--- src/rtl/wav_pkg.sv ---
// Shared types and constants for the RIFF/WAVE loader: parser states,
// chunk classification, error codes and little-endian FOURCC words.
package wav_pkg;

   typedef enum logic [3:0] {
      S_IDLE,
      S_RIFF_ID,
      S_RIFF_SIZE,
      S_WAVE_ID,
      S_CHUNK_ID,
      S_CHUNK_SIZE,
      S_FMT_BODY,
      S_DATA_BODY,
      S_SKIP_BODY,
      S_PAD,
      S_DONE,
      S_ERROR
   } wav_state_e;

   typedef enum logic [1:0] {
      CK_OTHER,
      CK_FMT,
      CK_DATA
   } chunk_kind_e;

   localparam logic [2:0] ERR_OK        = 3'd0;
   localparam logic [2:0] ERR_BAD_MAGIC = 3'd1;
   localparam logic [2:0] ERR_BAD_FMT   = 3'd2;
   localparam logic [2:0] ERR_ADDR_GAP  = 3'd3;
   localparam logic [2:0] ERR_NO_DATA   = 3'd4;

   // First file byte sits in bits [7:0].
   localparam logic [31:0] FOURCC_RIFF = 32'h4646_4952;
   localparam logic [31:0] FOURCC_WAVE = 32'h4556_4157;
   localparam logic [31:0] FOURCC_FMT  = 32'h2074_6D66;
   localparam logic [31:0] FOURCC_DATA = 32'h6174_6164;

endpackage

--- src/rtl/wav_le_accum.sv ---
// Little-endian byte accumulator: assembles 2- or 4-byte fields one byte at
// a time; value includes the current byte so the last byte is usable at once.
module wav_le_accum (
   input  logic        clk,
   input  logic        rst,
   input  logic        clr,
   input  logic        en,
   input  logic [7:0]  byte_in,
   input  logic [2:0]  nbytes,
   output logic [31:0] value,
   output logic        done
);
   logic [31:0] word_q, word_d;
   logic [1:0]  idx_q, idx_d;

   always_comb begin
      value = word_q;
      if (en) value[{idx_q, 3'b000} +: 8] = byte_in;
   end

   assign done = en && ({1'b0, idx_q} == nbytes - 3'd1);

   always_comb begin
      word_d = word_q;
      idx_d  = idx_q;
      if (clr || done) begin
         word_d = '0;
         idx_d  = '0;
      end else if (en) begin
         word_d = value;
         idx_d  = idx_q + 2'd1;
      end
   end

   always_ff @(posedge clk) begin
      if (rst) begin
         word_q <= '0;
         idx_q  <= '0;
      end else begin
         word_q <= word_d;
         idx_q  <= idx_d;
      end
   end
endmodule

--- src/rtl/wav_loader.sv ---
// Streaming RIFF/WAVE parser: validates headers, skips unknown chunks and
// writes PCM payload (16-bit reduced to unsigned 8-bit) into the sample ROM.
module wav_loader
   import wav_pkg::*;
#(
   parameter int unsigned ROM_AW  = 16,
   parameter logic [7:0]  WAV_IDX = 8'd1
) (
   input  logic              clk_sys,
   input  logic              reset,
   input  logic              ioctl_download,
   input  logic [7:0]        ioctl_index,
   input  logic              ioctl_wr,
   input  logic [24:0]       ioctl_addr,
   input  logic [7:0]        ioctl_dout,
   output logic              rom_wr,
   output logic [ROM_AW-1:0] rom_addr,
   output logic [7:0]        rom_data,
   output logic              busy,
   output logic              wav_valid,
   output logic [31:0]       wav_rate,
   output logic [15:0]       wav_chans,
   output logic [15:0]       wav_bits,
   output logic [ROM_AW:0]   wav_len,
   output logic              wav_trunc,
   output logic [2:0]        wav_err
);
   wav_state_e        state_q, state_d, body_end;
   chunk_kind_e       kind_q, kind_d;
   logic              dl_q;
   logic [24:0]       exp_addr_q, exp_addr_d;
   logic [31:0]       rem_q, rem_d, rate_q, rate_d;
   logic              odd_q, odd_d, fmt_seen_q, fmt_seen_d, data_done_q, data_done_d;
   logic              hi_q, hi_d, trunc_q, trunc_d, valid_q, valid_d, rom_wr_q, rom_wr_d;
   logic [4:0]        off_q, off_d;
   logic [15:0]       chans_q, chans_d, bits_q, bits_d;
   logic [ROM_AW:0]   len_q, len_d;
   logic [2:0]        err_q, err_d;
   logic [ROM_AW-1:0] rom_addr_q, rom_addr_d;
   logic [7:0]        rom_data_q, rom_data_d;
   logic              rise, fall, accept, byte_ok, hdr_state, last;
   logic              acc_en, acc_clr, acc_done;
   logic [2:0]        acc_nbytes;
   logic [31:0]       acc_value;

   assign busy      = !(state_q inside {S_IDLE, S_DONE, S_ERROR});
   assign rise      = ioctl_download && !dl_q && (ioctl_index == WAV_IDX);
   assign fall      = !ioctl_download && dl_q && busy;
   assign accept    = ioctl_wr && busy && !rise && !fall;
   assign byte_ok   = accept && (ioctl_addr == exp_addr_q) && !data_done_q;
   assign hdr_state = state_q inside {S_RIFF_ID, S_RIFF_SIZE, S_WAVE_ID, S_CHUNK_ID, S_CHUNK_SIZE};
   // fmt fields: 2,2,4,4,2,2 bytes; off_q saturates at 16 so trailing bytes bypass the accumulator.
   assign acc_en     = byte_ok && (hdr_state || (state_q == S_FMT_BODY && !off_q[4]));
   assign acc_nbytes = (state_q == S_FMT_BODY && !(off_q[3:2] inside {2'd1, 2'd2})) ? 3'd2 : 3'd4;
   assign acc_clr    = rise || (state_d != state_q);

   wav_le_accum u_accum (
      .clk     (clk_sys),
      .rst     (reset),
      .clr     (acc_clr),
      .en      (acc_en),
      .byte_in (ioctl_dout),
      .nbytes  (acc_nbytes),
      .value   (acc_value),
      .done    (acc_done)
   );

   always_comb begin
      state_d = state_q;  exp_addr_d = exp_addr_q;  rem_d = rem_q;  odd_d = odd_q;
      kind_d = kind_q;  off_d = off_q;  fmt_seen_d = fmt_seen_q;  data_done_d = data_done_q;
      hi_d = hi_q;  rate_d = rate_q;  chans_d = chans_q;  bits_d = bits_q;  len_d = len_q;
      trunc_d = trunc_q;  valid_d = valid_q;  err_d = err_q;
      rom_wr_d = 1'b0;  rom_addr_d = rom_addr_q;  rom_data_d = rom_data_q;
      last     = (rem_q == 32'd1);
      body_end = odd_q ? S_PAD : S_CHUNK_ID;

      if (rise) begin
         state_d = S_RIFF_ID;  valid_d = 1'b0;  err_d = ERR_OK;  trunc_d = 1'b0;
         len_d = '0;  exp_addr_d = '0;  fmt_seen_d = 1'b0;  data_done_d = 1'b0;
      end else if (fall) begin
         if (state_q == S_DATA_BODY || data_done_q) begin
            state_d = S_DONE;
            valid_d = 1'b1;
            if (rem_q != '0) trunc_d = 1'b1;
         end else begin
            state_d = S_ERROR;
            err_d   = ERR_NO_DATA;
         end
      end else if (accept && ioctl_addr != exp_addr_q) begin
         state_d = S_ERROR;
         err_d   = ERR_ADDR_GAP;
      end else if (accept) begin
         exp_addr_d = exp_addr_q + 25'd1;
         if (!data_done_q) begin
            case (state_q)
               S_RIFF_ID: if (acc_done) begin
                  state_d = (acc_value == FOURCC_RIFF) ? S_RIFF_SIZE : S_ERROR;
                  if (acc_value != FOURCC_RIFF) err_d = ERR_BAD_MAGIC;
               end
               S_RIFF_SIZE: if (acc_done) state_d = S_WAVE_ID;
               S_WAVE_ID: if (acc_done) begin
                  state_d = (acc_value == FOURCC_WAVE) ? S_CHUNK_ID : S_ERROR;
                  if (acc_value != FOURCC_WAVE) err_d = ERR_BAD_MAGIC;
               end
               S_CHUNK_ID: if (acc_done) begin
                  state_d = S_CHUNK_SIZE;
                  kind_d  = (acc_value == FOURCC_FMT)  ? CK_FMT :
                            (acc_value == FOURCC_DATA) ? CK_DATA : CK_OTHER;
               end
               S_CHUNK_SIZE: if (acc_done) begin
                  rem_d = acc_value;  odd_d = acc_value[0];  off_d = '0;  hi_d = 1'b0;
                  case (kind_q)
                     CK_FMT: begin
                        state_d = (acc_value == '0) ? S_ERROR : S_FMT_BODY;
                        if (acc_value == '0) err_d = ERR_BAD_FMT;
                     end
                     CK_DATA: begin
                        if (!fmt_seen_q) begin
                           state_d = S_ERROR;
                           err_d   = ERR_NO_DATA;
                        end else if (acc_value == '0) begin
                           state_d     = S_CHUNK_ID;
                           data_done_d = 1'b1;
                        end else begin
                           state_d = S_DATA_BODY;
                        end
                     end
                     default: state_d = (acc_value == '0) ? S_CHUNK_ID : S_SKIP_BODY;
                  endcase
               end
               S_FMT_BODY: begin
                  rem_d = rem_q - 32'd1;
                  if (!off_q[4]) off_d = off_q + 5'd1;
                  if (acc_done) begin
                     case (off_q)
                        5'd1: if (acc_value[15:0] != 16'd1) begin
                           state_d = S_ERROR;
                           err_d   = ERR_BAD_FMT;
                        end
                        5'd3: chans_d = acc_value[15:0];
                        5'd7: rate_d  = acc_value;
                        5'd15: begin
                           if (acc_value[15:0] == 16'd8 || acc_value[15:0] == 16'd16) begin
                              bits_d     = acc_value[15:0];
                              fmt_seen_d = 1'b1;
                           end else begin
                              state_d = S_ERROR;
                              err_d   = ERR_BAD_FMT;
                           end
                        end
                        default: ;
                     endcase
                  end
                  // A fmt chunk that ends before the bits field is malformed.
                  if (last && state_d == S_FMT_BODY) begin
                     state_d = fmt_seen_d ? body_end : S_ERROR;
                     if (!fmt_seen_d) err_d = ERR_BAD_FMT;
                  end
               end
               S_DATA_BODY: begin
                  rem_d = rem_q - 32'd1;
                  hi_d  = !hi_q;
                  if (bits_q != 16'd16 || hi_q) begin
                     if (len_q[ROM_AW]) begin
                        trunc_d = 1'b1;
                     end else begin
                        rom_wr_d   = 1'b1;
                        rom_addr_d = len_q[ROM_AW-1:0];
                        rom_data_d = (bits_q == 16'd16) ? (ioctl_dout ^ 8'h80) : ioctl_dout;
                        len_d      = len_q + 1'b1;
                     end
                  end
                  if (last) begin
                     state_d     = S_CHUNK_ID;
                     data_done_d = 1'b1;
                  end
               end
               S_SKIP_BODY: begin
                  rem_d = rem_q - 32'd1;
                  if (last) state_d = body_end;
               end
               S_PAD: state_d = S_CHUNK_ID;
               default: ;
            endcase
         end
      end
   end

   // Edge detector follows the pin through reset so a reset mid-download sees no new start.
   always_ff @(posedge clk_sys) dl_q <= ioctl_download;

   always_ff @(posedge clk_sys) begin
      if (reset) begin
         state_q <= S_IDLE;  kind_q <= CK_OTHER;  exp_addr_q <= '0;  rem_q <= '0;
         odd_q <= 1'b0;  off_q <= '0;  fmt_seen_q <= 1'b0;  data_done_q <= 1'b0;
         hi_q <= 1'b0;  rate_q <= '0;  chans_q <= '0;  bits_q <= '0;  len_q <= '0;
         trunc_q <= 1'b0;  valid_q <= 1'b0;  err_q <= ERR_OK;
         rom_wr_q <= 1'b0;  rom_addr_q <= '0;  rom_data_q <= '0;
      end else begin
         state_q <= state_d;  kind_q <= kind_d;  exp_addr_q <= exp_addr_d;  rem_q <= rem_d;
         odd_q <= odd_d;  off_q <= off_d;  fmt_seen_q <= fmt_seen_d;  data_done_q <= data_done_d;
         hi_q <= hi_d;  rate_q <= rate_d;  chans_q <= chans_d;  bits_q <= bits_d;  len_q <= len_d;
         trunc_q <= trunc_d;  valid_q <= valid_d;  err_q <= err_d;
         rom_wr_q <= rom_wr_d;  rom_addr_q <= rom_addr_d;  rom_data_q <= rom_data_d;
      end
   end

   assign rom_wr    = rom_wr_q;
   assign rom_addr  = rom_addr_q;
   assign rom_data  = rom_data_q;
   assign wav_valid = valid_q;
   assign wav_rate  = rate_q;
   assign wav_chans = chans_q;
   assign wav_bits  = bits_q;
   assign wav_len   = len_q;
   assign wav_trunc = trunc_q;
   assign wav_err   = err_q;
endmodule

--- config.mk ---
export PLATFORM = sky130hd
export DESIGN_NAME = wav_loader
export DESIGN_NICKNAME = d
export VERILOG_FILES = /design/src/rtl/wav_pkg.sv /design/src/rtl/wav_le_accum.sv /design/src/rtl/wav_loader.sv
export SDC_FILE = /design/constraint.sdc
export NUM_CORES = 1
export LEC_CHECK = 0
export CAP_MARGIN = 20
export CORE_UTILIZATION = 50
export DETAILED_ROUTE_END_ITERATION = 8
export PLACE_DENSITY = 0.77
export REMOVE_ABC_BUFFERS = 1
export SLEW_MARGIN = 20
export SYNTH_ARGS = -nofsm -noshare
export SYNTH_HDL_FRONTEND = slang
export SYNTH_SLANG_ARGS = --single-unit
--- constraint.sdc ---
create_clock -name clk_sys -period 3.9 [get_ports clk_sys]
set_input_delay 0.39 -clock clk_sys [delete_from_list [all_inputs] [get_ports clk_sys]]
set_output_delay 0.39 -clock clk_sys [all_outputs]
set_load 0.01 [all_outputs]
* Yosys cells after proc, flatten, opt, wreduce, memory -nomap -nowiden
Cells that the tools add are included.
** Storage, ports and cells
- Register bits after elaboration :: 218
- Output and inout bits :: 112
- Bits of input ports :: 45
- Logic and storage cells :: 255
** Operators by class
- Equality and inequality tests :: 53
- Muxes and demuxes :: 94
- Reductions and logical operators :: 66
- Shift-type cells :: 2
- Bitwise logic cells :: 9
- $add $sub $neg :: 7
** Operators with widths (count)
- two-way mux 4 bit :: 29
- equality test 32 x 31 -> 1 bit (second input constant) :: 3
- two-way mux 32 bit :: 2
- inequality test 32 x 31 -> 1 bit (second input constant) :: 2
- case mux 32 bit (2 select lines) :: 1
- two-way mux 3 bit :: 18
- AND reduction 7 bit :: 6
- AND reduction 8 bit :: 5
- case mux 4 bit (9 select lines) :: 1
- bitwise mux 32 bit :: 1
- equality test 16 x 5 -> 1 bit (second input constant) :: 2
- equality test 32 x 1 -> 1 bit (second input constant) :: 1
- equality test 32 x 30 -> 1 bit (second input constant) :: 1
- zero test 32 bit :: 1
- nonzero test 32 bit :: 1
- variable shift 8 x 7 -> 32 bit (first input constant) :: 1
- indexed part select 8 x 7 -> 32 bit :: 1
- subtractor 32 x 1 -> 32 bit (second input constant) :: 1
- two-way mux 1 bit :: 27
- adder 25 x 1 -> 25 bit (second input constant) :: 1
- equality test 25 bit :: 1
- inequality test 25 bit :: 1
- equality test 4 x 3 -> 1 bit (second input constant) :: 5
- inequality test 4 x 2 -> 1 bit (second input constant) :: 5
- 52 further kinds :: 114

* Logic depth before layout (Yosys ltp)
Gate-level depths: netlist of run 1.
- Word-level depth :: 34
- Mapped depth :: 17
- Depth with buffers taken out :: 14

* Modules after synthesis
A second synthesis of run 1 with hierarchy kept.
** Second synthesis, totals
- Cell total of the unflattened synthesis :: 1393
- Area, all modules :: 10877.9 um2
** By module, submodules not included
- wav_loader :: seq. area each 3683.5 um2, area an instance 9267.6 um2, instances 1, cells each 1208
- wav_le_accum :: seq. area each 680.7 um2, area an instance 1610.3 um2, instances 1, cells each 185

* Worst setup path after synthesis of run 1
Ideal clock, no wire load.
- Path type :: register -> register
- Start :: reg u_accum.idx_q[0]
- End :: reg u_accum.word_q[10]
- Arrival time :: 3.665 ns
- Data required time :: 3.765 ns
- Buffers on the path :: 3
- Path slack :: 0.101 ns
- Stages on the path, launching flop included :: 16
- Setup time :: 0.135 ns
- Clock period less this slack :: 3.799 ns
- Cell sequence :: dfxtp_1 > clkbuf_1 > inv_1 > ha_1 > nor3b_1 > clkbuf_1 > nand3_1 > o2bb2ai_1 > mux2i_1 > nand3_1 > a21o_1 > o221a_2 > o21a_1 > o31ai_4 > buf_6 > nor3_2
** On the way
- Word-level cells in the longest chain between the ends :: 28
- Elaborated cells on any way between the ends :: 59
- Those cells by class :: add/sub (1); eq/ne (8); shift (2); mux (41); reduce/logical (7)
** RTL lines
- start, declared :: line wav_le_accum.sv:14 : logic [1:0] idx_q, idx_d;
- start signal, assigned :: line wav_le_accum.sv:41 : idx_q <= idx_d;
- negator 5 -> 7 bit :: line wav_le_accum.sv:18 : if (en) value[{idx_q, 3'b000} +: 8] = byte_in;
- indexed part select 8 x 7 -> 32 bit or variable shift 8 x 7 -> 32 bit (tied branches) :: line wav_le_accum.sv:18
- bitwise mux 32 bit :: line wav_le_accum.sv:18
- two-way mux 32 bit :: line wav_le_accum.sv:18
- equality test 16 x 4 -> 1 bit or equality test 16 x 5 -> 1 bit (tied branches) :: line wav_loader.sv:143 : if (acc_value[15:0] == 16'd8 || acc_value[15:0] == 16'd16) begin
- logical OR 1 bit :: line wav_loader.sv:143
- two-way mux 4 bit :: line wav_loader.sv:143
- case mux 4 bit (2 select lines) :: line wav_loader.sv:135 : case (off_q)
- [... 12 more ...]
- two-way mux 4 bit :: line wav_loader.sv:92 : end else if (accept) begin
- two-way mux 4 bit :: line wav_loader.sv:89 : end else if (accept && ioctl_addr != exp_addr_q) begin
- two-way mux 4 bit :: line wav_loader.sv:80 : end else if (fall) begin
- two-way mux 4 bit :: line wav_loader.sv:77 : if (rise) begin
- inequality test 4 bit :: line wav_loader.sv:55 : assign acc_clr = rise || (state_d != state_q);
- logical OR 1 bit :: line wav_loader.sv:55
- logical OR 1 bit :: line wav_le_accum.sv:26 : if (clr || done) begin
- OR reduction 2 bit (no line)
- end signal, assigned :: line wav_le_accum.sv:40 : word_q <= word_d;
- end, declared :: line wav_le_accum.sv:13 : logic [31:0] word_q, word_d;
Several ways; a longest one is shown, not always the timed one. The select of a mux whose other input is x is not followed.
A chain may end at the register's enable or synchronous reset.

* Worst setup path after layout of run 1
- Start :: reg u_accum.idx_q[0]
- End :: reg u_accum.word_q[8]
Same word-level chain as after synthesis.

==> results by group, run 1 <==
Pwr
  • Switching Share: 26.3%
  • P_leak: 0.00590 uW
  • Total power: 5710 uW
  • P per Cell Area: 358 nW/um2
  • Sequential Power Share: 39.4%
  • Clock network power share: 45.6%
  • Internal power: 4210 uW
  • Peak supply drop: 0.390 mV
  • Comb power frac: 15.0%
  • Psw: 1500 uW

Global routing
  • Vias in the first global route: 11500
  • Tot GR Track Use: 32.2%
  • Initial antenna violation count: 0
  • Grt total ovfl: 0
  • First-pass GRT wire length: 61500 um
  • Largest net degree at the start of global routing: 83

Floorplan
  • Core box area: 22800 um2
  • Die width: 155 um
  • Die area: 24000 um2
  • Row count: 55
  • Initial core utilization: 51.4%
  • Die Ht: 155 um
  • IO Count: 157

Place
  • Inst Count DP: 2038
  • Placer congestion estimate: 1.04
  • Post-DP HPWL: 28900 um
  • Port-buffer cells: 156

Synthesis
  • Cell variety after synth: 84
  • Yosys warns: 0
  • Adder-Cell Fraction of Synth Area: 1.71%
  • Compound-Gate Fraction of Synth Area: 18.8%
  • Simple-gate share of the synthesized area: 30.6%
  • Register area share after synthesis: 37.3%
  • Cell area after synthesis: 11700 um2
  • Mean Syn Cell Area: 7.92 um2
  • Multiplexer share of the synthesized area: 2.45%
  • Cell taking the most area after synthesis: dfxtp_1
  • Synth Instances: 1478
  • Post-synth ARST share: 0%
  • Area contributors post-synth: dfxtp_1 (37%), nor2_1 (6.1%), nand2_1 (5.8%), a21oi_1 (5.1%), xor2_1 (4.3%)
  • Main combinational cell family by area after synthesis: simple AND/OR/NAND/NOR gates
  • Synth Flop Type: dfxtp_1
  • Share of the synthesized area in the top cell type: 37.3%
  • EDFF count, synth: 0
  • Synth Register Bits: 218
  • Post-Synth XOR/XNOR Area: 4.79%

STA
  • Final Hold Vio Count: 0
  • Max-Slew Margin vs Limit: 41.9%
  • Slew Limit Fails: 0
  • Worst-margin pin slew: 871 ps
  • Max Fclk: 0.263 GHz
  • Hold_ws: 299 ps
  • Period utilization: 97.6%
  • Final clock skew: 20.2 ps
  • Final setup vio count: 0
  • Setup TNS: 0 ps
  • Final min period: 3810 ps

Layout
  • Fin util: 70.0%
  • Antenna Diode Count: 0
  • Nets@finish: 1824
  • Share of post-route cells with drive strength above 1: 18.8%
  • Non-Filler Instances: 2092
  • Area grow syn2layout: 36.1%

Clocking
  • Reg clk slew, reported paths: 60 ps
  • TritonCTS Buffers: 24
  • Clk_lat worst skew: 540 ps
  • Sink Count: 218
  • CTS tree: done
  • CTS H-Tree Depth: 1
  • Maximum clock path buffer count: 3
  • Clock Tree Root: clkbuf_16

Detailed routing
  • Vias: 12300
  • DR pass1 iterations: 6
  • Drt wl/cell: 19.0 um
  • Drt total wl: 39800 um
  • 1st-iter DRT viols: 1025
  • Vias/cell: 5.90
  • Antenna-violating nets left: 0
  • Number of remaining DRC errors: 0

Worst setup path
  • Crit path DAT: 4260 ps
  • Crit Path Max Fanout: 14
  • Worst setup path class: flip-flop to flip-flop
  • Critical path startpoint category: flip-flop
  • Critical Path End Type: flip-flop
  • WP data required: 4350 ps

Run status
  • Status: finished, final reports clean

Worst hold path
  • Hold crit path type: input port to flip-flop

Run
  • # Max-Cap Violations: 0
layer usage:
layer | wire length [um] | track usage (%)
met5 | 0 | 0
met4 | 1170 | 10.1
met3 | 3600 | 7.44
met2 | 17700 | 51.1
met1 | 17300 | 43.1
power groups by stage:
stage / registers (uW) / clock network, uW / logic (uW)
after detailed placement: 2300 / 0 / 776
after floorplan: 2320 / 0 / 360
after global routing: 2250 / 2710 / 902
after CTS: 2250 / 2620 / 787
final: 2250 / 2600 / 856
after global placement: 2300 / 0 / 776
cells in the final DEF (no fill, tap or decap), types with 14 or more instances in the layout:
cell	n
a211oi_1	45
a21oi_1	117
a22oi_1	14
a31oi_1	16
and2_1	22
and3_1	23
buf_4	181
clkbuf_16	25
clkdlybuf4s50_1	155
dfxtp_1	216
ha_1	16
inv_1	26
mux2i_1	21
nand2_1	181
nand3_1	34
nand4_1	29
nor2_1	190
nor3_1	40
nor3_2	31
nor4_1	18
o21ai_0	75
o22ai_1	15
or3_1	20
xor2_1	54
flip-flops by register name, summed over array words and instances, names as in the netlist:
register        count
data_done_q         1
dl_q                1
exp_addr_q         25
fmt_seen_q          1
hi_q                1
kind_q              2
odd_q               1
off_q               5
rem_q              32
rom_addr           16
rom_data            8
rom_wr              1
state_q             4
u_accum.idx_q       2
u_accum.word_q     32
wav_bits           16
wav_chans          16
wav_err             3
wav_len            17
wav_rate           32
wav_trunc           1
wav_valid           1
final timing paths:
path / endpoint / slack, ps / start / cells past startpoint
setup / recovery: u_accum.word_q[8]$_SDFFE_PP0N_ / 90 / u_accum.idx_q[0]$_SDFFE_PP0N_ / 16
hold / removal: off_q[2]$_SDFFE_PP0P_ / 300 / reset / 2
setup reg to reg: u_accum.word_q[8]$_SDFFE_PP0N_ / 90 / u_accum.idx_q[0]$_SDFFE_PP0N_ / 16
hold reg to reg: rom_addr[5]$_SDFFE_PP0P_ / 450 / rom_addr[5]$_SDFFE_PP0P_ / 2
cells in the mapped netlist (6+ instances only):
cell type  count
a211oi_1      45
a21oi_1      119
a22oi_1       14
a31oi_1       19
and2_1        23
and3_1        24
and4_1         7
buf_2          6
buf_6          7
clkbuf_1      71
dfxtp_1      218
ha_1          16
inv_1         26
mux2i_1       26
nand2_1      182
nand2b_1      11
nand3_1       34
nand4_1       29
nor2_1       191
nor2b_1       13
nor3_1        45
nor3_2        28
nor3b_1       11
nor4_1        20
o21ai_0       75
o22ai_1       15
or3_1         21
or4_1          6
xnor2_1        7
xor2_1        57
critical path, stage by stage (launching register included):
cell and delay, ps:
dfxtp_1 310, inv_1 120, ha_1 430, buf_4 310, nor2b_1 70, a31oi_1 210, buf_4 170, nand2_1 80
or3_1 370, a21boi_4 220, a21oi_1 100, or2_1 260, a2bb2oi_2 180, o311ai_4 350, nand3_4 180, buf_12 190
nor3_2 170
cell type report:
type	count	area, um2
repair buffers	349	3140
flip-flops and latches	218	4370
inverters	26	97.6
well taps	313	392
clock inverters	9	231
clock buffers	33	664
multi-input cells	1144	7040
fillers	1834	6840
metrics by stage:
| step | instance area, um2 | setup WS, ps |
|---|---|---|
| floorplan | 11300 | -777 |
| detailed placement | 14700 | -554 |
| CTS | 15600 | 3.76 |
| global placement | 14700 | -538 |
| global route | 15900 | -55.4 |
| finish | 15900 | 92.7 |
cells by family (layout without fill, tap and decap cells):
| kind of cell | count (synthesis) | after routing |
|---|---|---|
| DFF | 218 | 218 |
| and+or+nand+nor | 685 | 685 |
| adders and majority gates | 16 | 16 |
| AOI/OAI and AO/OA | 351 | 351 |
| buffers and inverters | 116 | 417 |
| muxes | 28 | 28 |
| xor gates and xnor gates | 64 | 64 |
timing repair:
| action | CTS | global route |
|---|---|---|
| resized for setup | 7 | 38 |
| setup endpoints to repair | 36 | 37 |
| endpoints found under the hold margin | 0 | 0 |
| gates cloned | 0 | 2 |
| pin swaps | 1 | 16 |
| hold buffers | 0 | 0 |
| setup buffers | 0 | 10 |
Note: power is estimated with default switching activity, not from simulation.
==> run 2: changes to the inputs <==
--- a/config.mk
+++ b/config.mk
@@ -14,3 +14,4 @@
 export SYNTH_ARGS = -nofsm -noshare
 export SYNTH_HDL_FRONTEND = slang
 export SYNTH_SLANG_ARGS = --single-unit
+export TNS_END_PERCENT = 10
==> results of run 2 <==
No change in the layout: final DEF, timing and power equal those of run 1.
